==> src/rtl/sequence_generator.sv <==
// Serial pattern transmitter: sends a captured PAT_W-bit pattern MSB-first,
// repeated reps times with an optional idle gap between repeats.
module sequence_generator #(
  parameter int PAT_W   = 4,
  parameter int GAP_CYC = 0,
  parameter int REP_W   = 8
) (
  input  logic             clk,
  input  logic             rst,
  input  logic             start,
  input  logic             abort,
  input  logic [PAT_W-1:0] pattern,
  input  logic [REP_W-1:0] reps,
  output logic             data,
  output logic             valid,
  output logic             busy,
  output logic             done
);

  localparam int IW = $clog2(PAT_W);
  localparam int GW = (GAP_CYC > 0) ? $clog2(GAP_CYC + 1) : 1;

  localparam logic [IW-1:0]    IDX_LAST = IW'(PAT_W - 1);
  localparam logic [IW-1:0]    IDX_ONE  = IW'(1);
  localparam logic [GW-1:0]    GAP_LAST = GW'((GAP_CYC > 0) ? GAP_CYC - 1 : 0);
  localparam logic [GW-1:0]    GAP_ONE  = GW'(1);
  localparam logic [REP_W-1:0] REP_ONE  = REP_W'(1);

  localparam logic [1:0] IDLE  = 2'd0;
  localparam logic [1:0] SHIFT = 2'd1;
  localparam logic [1:0] GAP   = 2'd2;
  localparam logic [1:0] DONE  = 2'd3;

  logic [1:0]       state;
  logic [PAT_W-1:0] pat;
  logic [REP_W-1:0] rep_cnt;
  logic [IW-1:0]    bit_idx;
  logic [GW-1:0]    gap_cnt;

  // Outputs are loaded on the same edge as the state they belong to,
  // so the first bit appears in the cycle right after start is accepted.
  always_ff @(posedge clk or negedge rst) begin
    if (!rst) begin
      state   <= IDLE;
      pat     <= '0;
      rep_cnt <= '0;
      bit_idx <= '0;
      gap_cnt <= '0;
      data    <= 1'b0;
      valid   <= 1'b0;
      busy    <= 1'b0;
      done    <= 1'b0;
    end else begin
      case (state)
        IDLE: begin
          if (start && !abort) begin
            pat     <= pattern;
            rep_cnt <= reps;
            bit_idx <= IDX_LAST;
            if (reps != '0) begin
              state <= SHIFT;
              data  <= pattern[PAT_W-1];
              valid <= 1'b1;
              busy  <= 1'b1;
            end else begin
              state <= DONE;
              done  <= 1'b1;
            end
          end
        end
        SHIFT: begin
          if (abort) begin
            state <= IDLE;
            data  <= 1'b0;
            valid <= 1'b0;
            busy  <= 1'b0;
          end else if (bit_idx != '0) begin
            bit_idx <= bit_idx - IDX_ONE;
            data    <= pat[bit_idx - IDX_ONE];
          end else begin
            rep_cnt <= (rep_cnt != '0) ? rep_cnt - REP_ONE : rep_cnt;
            if (rep_cnt > REP_ONE) begin
              if (GAP_CYC > 0) begin
                state   <= GAP;
                gap_cnt <= GAP_LAST;
                data    <= 1'b0;
                valid   <= 1'b0;
              end else begin
                bit_idx <= IDX_LAST;
                data    <= pat[PAT_W-1];
              end
            end else begin
              state <= DONE;
              data  <= 1'b0;
              valid <= 1'b0;
              busy  <= 1'b0;
              done  <= 1'b1;
            end
          end
        end
        GAP: begin
          if (abort) begin
            state <= IDLE;
            data  <= 1'b0;
            valid <= 1'b0;
            busy  <= 1'b0;
          end else if (gap_cnt == '0) begin
            state   <= SHIFT;
            bit_idx <= IDX_LAST;
            data    <= pat[PAT_W-1];
            valid   <= 1'b1;
          end else begin
            gap_cnt <= gap_cnt - GAP_ONE;
          end
        end
        DONE: begin
          state <= IDLE;
          done  <= 1'b0;
        end
        default: state <= IDLE;
      endcase
    end
  end

endmodule

==> config.mk <==
export PLATFORM = sky130hd
export DESIGN_NAME = sequence_generator
export DESIGN_NICKNAME = d
export VERILOG_FILES = /design/src/rtl/sequence_generator.sv
export SDC_FILE = /design/constraint.sdc
export NUM_CORES = 1
export LEC_CHECK = 0
export BUFFER_PORTS_ARGS = -buffer_cell sky130_fd_sc_hd__buf_2
export CORE_ASPECT_RATIO = 0.7
export CORE_MARGIN = 1.5
export CORE_UTILIZATION = 35
export DETAILED_ROUTE_END_ITERATION = 12
export PLACE_DENSITY_LB_ADDON = 0.2
export SYNTH_ARGS = -nofsm -noshare
export SYNTH_HDL_FRONTEND = slang
export SYNTH_SLANG_ARGS = --single-unit
==> constraint.sdc <==
create_clock -name clk -period 1.9 [get_ports clk]
set_input_delay 0.095 -clock clk [delete_from_list [all_inputs] [get_ports clk]]
set_output_delay 0.095 -clock clk [all_outputs]
set_load 0.005 [all_outputs]
Word-level counts from Yosys, hierarchy flattened:

Index checks and enable logic that the tools add are counted.

* add/subtract/negate cells: 3
* magnitude comparators: 2
* equal/unequal tests: 17
* mux-type cells: 47
* bitwise gates (word level): 1
* reductions and logical operators: 18

Operators by type and width (number)
* 8-bit two-way mux: 4
* 2-bit two-way mux: 13
* 6-bit AND reduction: 4
* 1-bit two-way mux: 22
* 2-bit inequality test, second input constant: 10
* 8-bit case mux with 2 select lines: 1
* 8-bit nonzero test: 2
* 3-bit inequality test, second input constant: 4
* 1-bit case mux with 3 select lines: 4
* 8-bit by 1-bit > comparator with 1-bit output, second input constant: 1
* 2-bit case mux with 4 select lines: 1
* 4-bit AND reduction: 2
* 8-bit by 1-bit subtractor with 8-bit output, second input constant: 1
* 2-bit case mux with 3 select lines: 1
* 3-bit nonzero test: 2
* 5-bit AND reduction: 1
* 2-bit equality test, second input constant: 2
* 2-bit AND reduction: 2
* 2-bit nonzero test: 2
* 2-bit by 3-bit less-than comparator with 1-bit output, second input constant: 1
* 1-bit binary-select mux with 2-bit select: 1
* 2-bit by 1-bit equality test with 1-bit output, second input constant: 1
* 2-bit logical NOT: 1
* 2-bit by 1-bit subtractor with 2-bit output, second input constant: 1
* other kinds (4): 4

* flip-flop bits (word level): 21
* input bits: 16
* output and inout bits: 4
* logic and storage cells: 97

Depth between registers and ports, before layout:

Gate-level depths: netlist of run 1.

* depth in word-level cells: 6
* mapped depth: 7
* gate-level depth less buffers: 6

Least setup slack after synthesis of run 1:

Ideal clock, no wire load.

* path kind: reg-to-reg
* start: register rep_cnt[0]
* end: register rep_cnt[4]
* library setup time: 0.141 ns
* data arrival time: 1.745 ns
* setup slack: 0.014 ns
* cell stages (with the launch flop): 7
* path buffers: 0
* path through: dfrtp_1 inv_1 ha_1 nor3b_1 a21oi_1 o21bai_1 a221oi_1

* word-level cells in the longest chain between the ends: 5
* elaborated cells between the ends (all ways): 8
* those cells by class: 1 x add/sub; 1 x eq/ne; 4 x mux; 2 x reduce/logical

RTL lines
* start: declaration: line 36 `logic [REP_W-1:0] rep_cnt;`
* start signal: assignment: line 58 `rep_cnt <= reps;`
* start signal: assignment: line 81 `rep_cnt <= (rep_cnt != '0) ? rep_cnt - REP_ONE : rep_cnt;`
* 8-bit by 1-bit subtractor with 8-bit output: line 81
* 8-bit two-way mux: line 81
* 8-bit two-way mux: line 77 `end else if (bit_idx != '0) begin`
* 8-bit two-way mux: line 72 `if (abort) begin`
* 8-bit case mux with 2 select lines: line 54 `case (state)`

Several ways; a longest one is shown, not always the timed one. The select of a mux whose other input is x is not followed.
A chain may end at the register's enable or synchronous reset.

Final worst setup path of run 1:

* start: register rep_cnt[0]
* end: register rep_cnt[7]

Same word-level chain as after synthesis.

==> results_dict.tcl, run 1 <==
set metrics [dict create \
    crit_fanout 5 \
    pre_cts_slack_ns 0.0716 \
    first_iter_violations 126 \
    final-setup-viol-count 0 \
    p_leak_nw 0.789 \
    ios 20 \
    vias_per_cell 5.66 \
    crit_path_start_kind "flip-flop" \
    dieArea_mm2 0.00464 \
    synth_ff_type "dfrtp_1" \
    place_congestion 0.857 \
    hpwl_um 2900 \
    grt_pass1_vias 1348 \
    die_y_um 57.5 \
    ant_nets 0 \
    hold_viol_final 0 \
    min_period_ns 1.83 \
    ys_ff_latch 20 \
    routedWlPerCell_um 15.6 \
    clk_latency_ns 0.26 \
    synthesis.nets 180 \
    max_cap_viol_count 0 \
    grt_max_degree 21 \
    cts-root-buf "clkbuf_8" \
    worst_ep_required_time_ns 2.04 \
    antenna_cells 0 \
    routed_wl_um 3850 \
    period_share_pct 96.5 \
    fmax_mhz 546 \
    drt_pass1_iterations 4 \
    totalNegativeSetupSlack_ns 0 \
    powerDensity_mw_per_mm2 1580 \
    htree_levels 1 \
    crit_type "flip-flop to flip-flop" \
    fin_skew_ns 0.00118 \
    port_buffers 19 \
    drive_gt1_share_pct 30.9 \
    synth_edf_count 0 \
    tightest_slew_ns 0.553 \
    setup_ws_ns 0.0671 \
    cts_tree "done" \
    fp-row-count 19 \
    fin_nets 220 \
    cts_setup_buffers 0 \
    grt_antenna_before_repair 0 \
    fillers 385 \
    syn_area_mm2 0.00148 \
    path_clk_slew_ns 0.07 \
    cp.arrival_ns 1.97 \
    status "finished clean" \
    avgSynthCellArea_um2 9.50 \
    cts_buffer_depth 2 \
    die_w_um 80.8 \
    hp-class "input pin to flip-flop" \
    cts_sinks 20 \
    irDropWorstVdd_v 0.000598 \
    relSlewSlack_pct 62.8 \
    synth_cells 156 \
    cts_buffers 3 \
    core-area_mm2 0.00399 \
    grt_pass1_wl_um 6490 \
    syn_to_final_growth_pct 24.5 \
    async_reset_ff_share_pct 100 \
    seq_area_frac_synth_pct 33.8 \
    drc 0 \
    yosysWarnings 0 \
    rsz0062_at_grt "yes" \
    grtUsageTotal_pct 18.3 \
    synth_cell_type_count 44 \
    overflow 0 \
    vias 1393 \
    start_util_pct 37.1 \
    drv_slew 0 \
    end_kind "flip-flop" \
]
==> logic make-up (layout without fill, tap and decap cells) <==
family,after synthesis,in the layout,synth area share [%]
fa+ha+maj,8,8,6.75
mux,13,13,9.20
simple gates,37,37,14.9
compound gates,58,58,30.3
flops,20,20,33.8
buf+inv,20,58,5.06
==> registers in the layout (all words and copies together), names as in the netlist <==
signal	count
pat	4
bit_idx	2
done	1
busy	1
state	2
data	1
valid	1
rep_cnt	8
==> through the flow <==
stage / hold WS [ns] / instances / power (mW) / area [µm²] / utilization [%]
2_1_floorplan: -0.201 / 156 / 1.99 / 1480 / -
3_3_place_gp: 0.0847 / 242 / 2.55 / 1770 / 44.4
3_5_place_dp: 0.0894 / 242 / 2.59 / 1770 / 44.4
4_1_cts: 0.0592 / 246 / 2.89 / 1830 / 45.7
5_1_grt: 0.0676 / 246 / 3.17 / 1850 / 46.2
6_report: 0.0671 / 246 / 2.92 / 1850 / 46.2
==> worst max-delay path: stages, from the launching register on <==
cell and delay [ns]:
dfrtp_1 0.40, buf_4 0.16, or4_4 0.44, a2111oi_2 0.40, mux2i_1 0.24, o21ai_1 0.08
==> cell type report <==
cell class | instances | area (µm²) | share of cell area (%)
multi-input cells | 116 | 926 | 50.2
flip-flops and latches | 20 | 502 | 27.2
repair buffers | 40 | 255 | 13.8
well taps | 52 | 65.1 | 3.53
inverters | 15 | 56.3 | 3.05
clock buffers | 3 | 41.3 | 2.24
==> repair_timing <==
item | 4_1_cts | 5_1_grt
endpoints found under the setup margin | 0 | 6
endpoints found under the hold margin | 20 | 0
resized for setup | 0 | 6
hold buffers | 1 | 0
==> synth_stat cells, drive strengths merged, types with 2 or more instances <==
cell type | instances | share of area [%]
a2111oi | 3 | 3.0
a211oi | 4 | 2.4
a21o | 2 | 1.0
a21oi | 10 | 3.4
a221oi | 4 | 2.4
a22oi | 2 | 1.0
a2bb2oi | 2 | 1.2
a31oi | 2 | 0.84
a41oi | 3 | 3.0
clkbuf | 5 | 1.3
dfrtp | 20 | 34
ha | 8 | 6.8
inv | 15 | 3.8
mux2 | 5 | 3.8
mux2i | 8 | 5.4
nand2 | 3 | 0.76
nand2b | 4 | 1.7
nand3 | 3 | 1.0
nor2 | 8 | 2.0
nor2b | 5 | 2.1
nor3 | 2 | 0.68
nor3b | 2 | 1.0
nor4 | 3 | 2.3
o21ai | 7 | 2.4
o22a | 2 | 1.2
o22ai | 7 | 3.0
o2bb2ai | 3 | 1.8
o31ai | 2 | 1.0
or3 | 2 | 0.84
==> placed cells by master (no fill, tap or decap), types with 2 or more instances in the layout <==
cell,netlist,layout
buf_4,0,20
dfrtp_1,20,19
buf_2,0,19
inv_1,15,15
a21oi_1,10,10
mux2i_1,8,8
nor2_1,8,8
o22ai_1,7,7
ha_1,8,7
nor2b_1,5,5
o21ai_0,5,5
nand2b_1,4,4
mux2_2,4,4
a211oi_1,3,3
nand2_1,3,3
a2111oi_2,3,3
o2bb2ai_1,3,3
a221oi_1,4,3
nand3_1,3,3
clkbuf_8,0,3
or3_1,2,2
o22a_1,2,2
a22oi_1,2,2
o21ai_1,2,2
a41oi_1,2,2
a31oi_1,2,2
a2bb2oi_1,2,2
nor4_1,2,2
a21o_1,2,2
nor3_1,2,2
==> metal layers <==
layer	GRT usage (%)	vias up	wire, µm
met2	27.3	29	1670
met5	0	-	0
li1	-	668	-
met4	4.93	0	35
met1	26.7	692	1950
met3	3.84	4	192
==> power by group <==
group,internal [mW],switching [mW]
Combinational,0.868,0.942
Sequential,0.636,0.198
Clock,0.141,0.140
==> path summary, 6_finish.rpt <==
check / end / depth (start not counted) / startpoint / slack [ns]
max: rep_cnt[7] / 5 / rep_cnt[0] / 0.07
min: pat[1] / 2 / pattern[1] / 0.07
max reg2reg: rep_cnt[7] / 5 / rep_cnt[0] / 0.07
min reg2reg: valid / 1 / valid / 0.49
max in group asynchronous: rep_cnt[2] / 2 / rst / 1.21
min in group asynchronous: data / 2 / rst / 0.33
(Power assumes the default switching activity.)
==> run 2, diff against run 1 <==
--- a/config.mk
+++ b/config.mk
@@ -6,11 +6,11 @@
 export NUM_CORES = 1
 export LEC_CHECK = 0
 export BUFFER_PORTS_ARGS = -buffer_cell sky130_fd_sc_hd__buf_2
-export CORE_ASPECT_RATIO = 0.7
 export CORE_MARGIN = 1.5
 export CORE_UTILIZATION = 35
 export DETAILED_ROUTE_END_ITERATION = 12
-export PLACE_DENSITY_LB_ADDON = 0.2
+export PLACE_DENSITY = 0.56
+export SETUP_SLACK_MARGIN = 0.4
 export SYNTH_ARGS = -nofsm -noshare
 export SYNTH_HDL_FRONTEND = slang
 export SYNTH_SLANG_ARGS = --single-unit
==> run 2 against run 1 <==
  * Clock power grew 60%
  * Clock-buffer cell count is the same
  * Core utilization grew 8.0 points
  * Register-to-register slack gained 0.09 ns
  * Hold slack lost 0.014 ns
  * Die area shrank 0.13%
  * Flip-flop and latch count is the same
  * Critical path type unchanged
  * Largest cell class unchanged
  * Largest power group unchanged
==> results_dict.tcl, run 2 (same netlist as run 1, synthesis figures left out) <==
set metrics [dict create \
    status "finished clean" \
    tightest_slew_ns 0.492 \
    place_congestion 0.876 \
    mostFrequentLayoutCell "buf_4" \
    hold_viol_final 0 \
    cts-root-buf "clkbuf_8" \
    cp_cell_sequence "nor4_4, buf_4, a41oi_4, a211oi_2, mux2_1" \
    p_total_mw 3.68 \
    setup_ws_ns 0.162 \
    regMostFlops "rep_cnt" \
    holdWs_ns 0.0528 \
    crit_type "flip-flop to flip-flop" \
    internal-power_mw 2.14 \
    min_period_ns 1.74 \
    p_clk_share_pct 12.2 \
    totalNegativeSetupSlack_ns 0 \
    path_clk_slew_ns 0.09 \
    final-setup-viol-count 0 \
    clk_latency_ns 0.27 \
    period_share_pct 91.5 \
    worst_ep_required_time_ns 2.06 \
    rsz0062_at_grt "yes" \
    cts_buffer_depth 2 \
    p_leak_nw 0.891 \
    core-area_mm2 0.00403 \
    fin_nets 232 \
    grt_pass1_vias 1532 \
    end_kind "flip-flop" \
    grtUsageTotal_pct 20.8 \
    reg_top3 "rep_cnt: 8 flops, pat: 4 flops" \
    placed_area_mm2 0.00176 \
    start_util_pct 36.8 \
    drv_slew 0 \
    fmax_mhz 575 \
    switching_share_pct 41.9 \
    max_cap_viol_count 0 \
    cpPeakStageDelay_ns 0.46 \
    fp-row-count 23 \
    seqPwrFrac_pct 22.2 \
    grt_pass1_wl_um 7160 \
    first_iter_violations 73 \
    final_area_mm2 0.00219 \
    drive_gt1_share_pct 47.8 \
    crit_fanout 5 \
    grt_max_degree 21 \
    hpwl_um 2920 \
    crit_path_start_kind "flip-flop" \
    overflow 0 \
    die_w_um 68.1 \
    powerDensity_mw_per_mm2 1680 \
    die_y_um 68.1 \
    port_buffers 19 \
    cts_tree "done" \
    irDropWorstVdd_v 0.000675 \
    syn_to_final_growth_pct 47.4 \
    drc 0 \
    grt_antenna_before_repair 0 \
    power.share.combinational_pct 65.5 \
    dp.cells 233 \
    final_core_util_pct 54.3 \
    mostFrequentLayoutCells "buf_4, buf_2, dfrtp_1" \
    dieArea_mm2 0.00464 \
    cts_sinks 20 \
    routedWlPerCell_um 17.4 \
    hp-class "input pin to flip-flop" \
    fin_skew_ns 0.00201 \
    ant_nets 0 \
    htree_levels 1 \
    drt_pass1_iterations 4 \
    path_buf_inv 1 \
    switchingPower_mw 1.54 \
    cpLargestDelayFamily "flip-flops" \
    cts_buffers 3 \
    routed_wl_um 4470 \
    ios 20 \
    pre_cts_slack_ns 0.0604 \
    finalNonFillerCells 257 \
    cp.arrival_ns 1.90 \
    largest_reg_flops 8 \
    antenna_cells 0 \
    relSlewSlack_pct 66.9 \
    slowest_stage "dfrtp_2" \
    vias_per_cell 5.77 \
    vias 1483 \
]
run 2: cell count changes in the layout (fill, tap and decap cells not counted), moves of 4 or more:
cell / change
buf_4: +7
inv_1: -5
buf_6: +4
ha_1: -4
ha_4: +4
inv_2: +4
run 2: cell type report:
type | count | area (µm²)
clock inverter | 1 | 30.0
fill | 364 | 1840
tap | 50 | 62.6
timing repair buffer | 52 | 373
sequential | 20 | 504
inverter | 15 | 60.1
multi-input combinational | 116 | 1110
clock buffer | 3 | 41.3
run 2: path summary, 6_finish.rpt:
| check | start | end | slack (ns) | cells past startpoint |
|---|---|---|---|---|
| min in group asynchronous | rst | rep_cnt[0] | 0.31 | 2 |
| max | rep_cnt[6] | valid | 0.16 | 5 |
| max in group asynchronous | rst | rep_cnt[4] | 1.24 | 2 |
| max reg2reg | rep_cnt[6] | valid | 0.16 | 5 |
| min | pattern[1] | pat[1] | 0.05 | 2 |
| min reg2reg | valid | valid | 0.50 | 1 |
run 2: power groups by stage:
stage	clock network [mW]	logic, mW	registers [mW]
floorplan	0	1.24	0.839
global placement	0	1.77	0.804
detailed placement	0	1.82	0.819
CTS	0.451	2.24	0.807
global route	0.475	2.61	0.842
finish	0.451	2.41	0.818
run 2: repair_timing:
action,4_1_cts,5_1_grt
buffers inserted,17,2
pin swaps,13,6
hold buffers,1,0
cloned,0,0
gates resized for setup,24,13
endpoints found under the setup margin,18,19
endpoints found under the hold margin,20,0
run 2: routing by layer:
metal | global-route usage (%) | wire length (µm) | vias up
met5 | 0 | 0 | -
met4 | 6.25 | 25 | 0
met3 | 5.43 | 165 | 2
met2 | 37.0 | 2380 | 30
met1 | 24.3 | 1900 | 755
li1 | - | - | 696
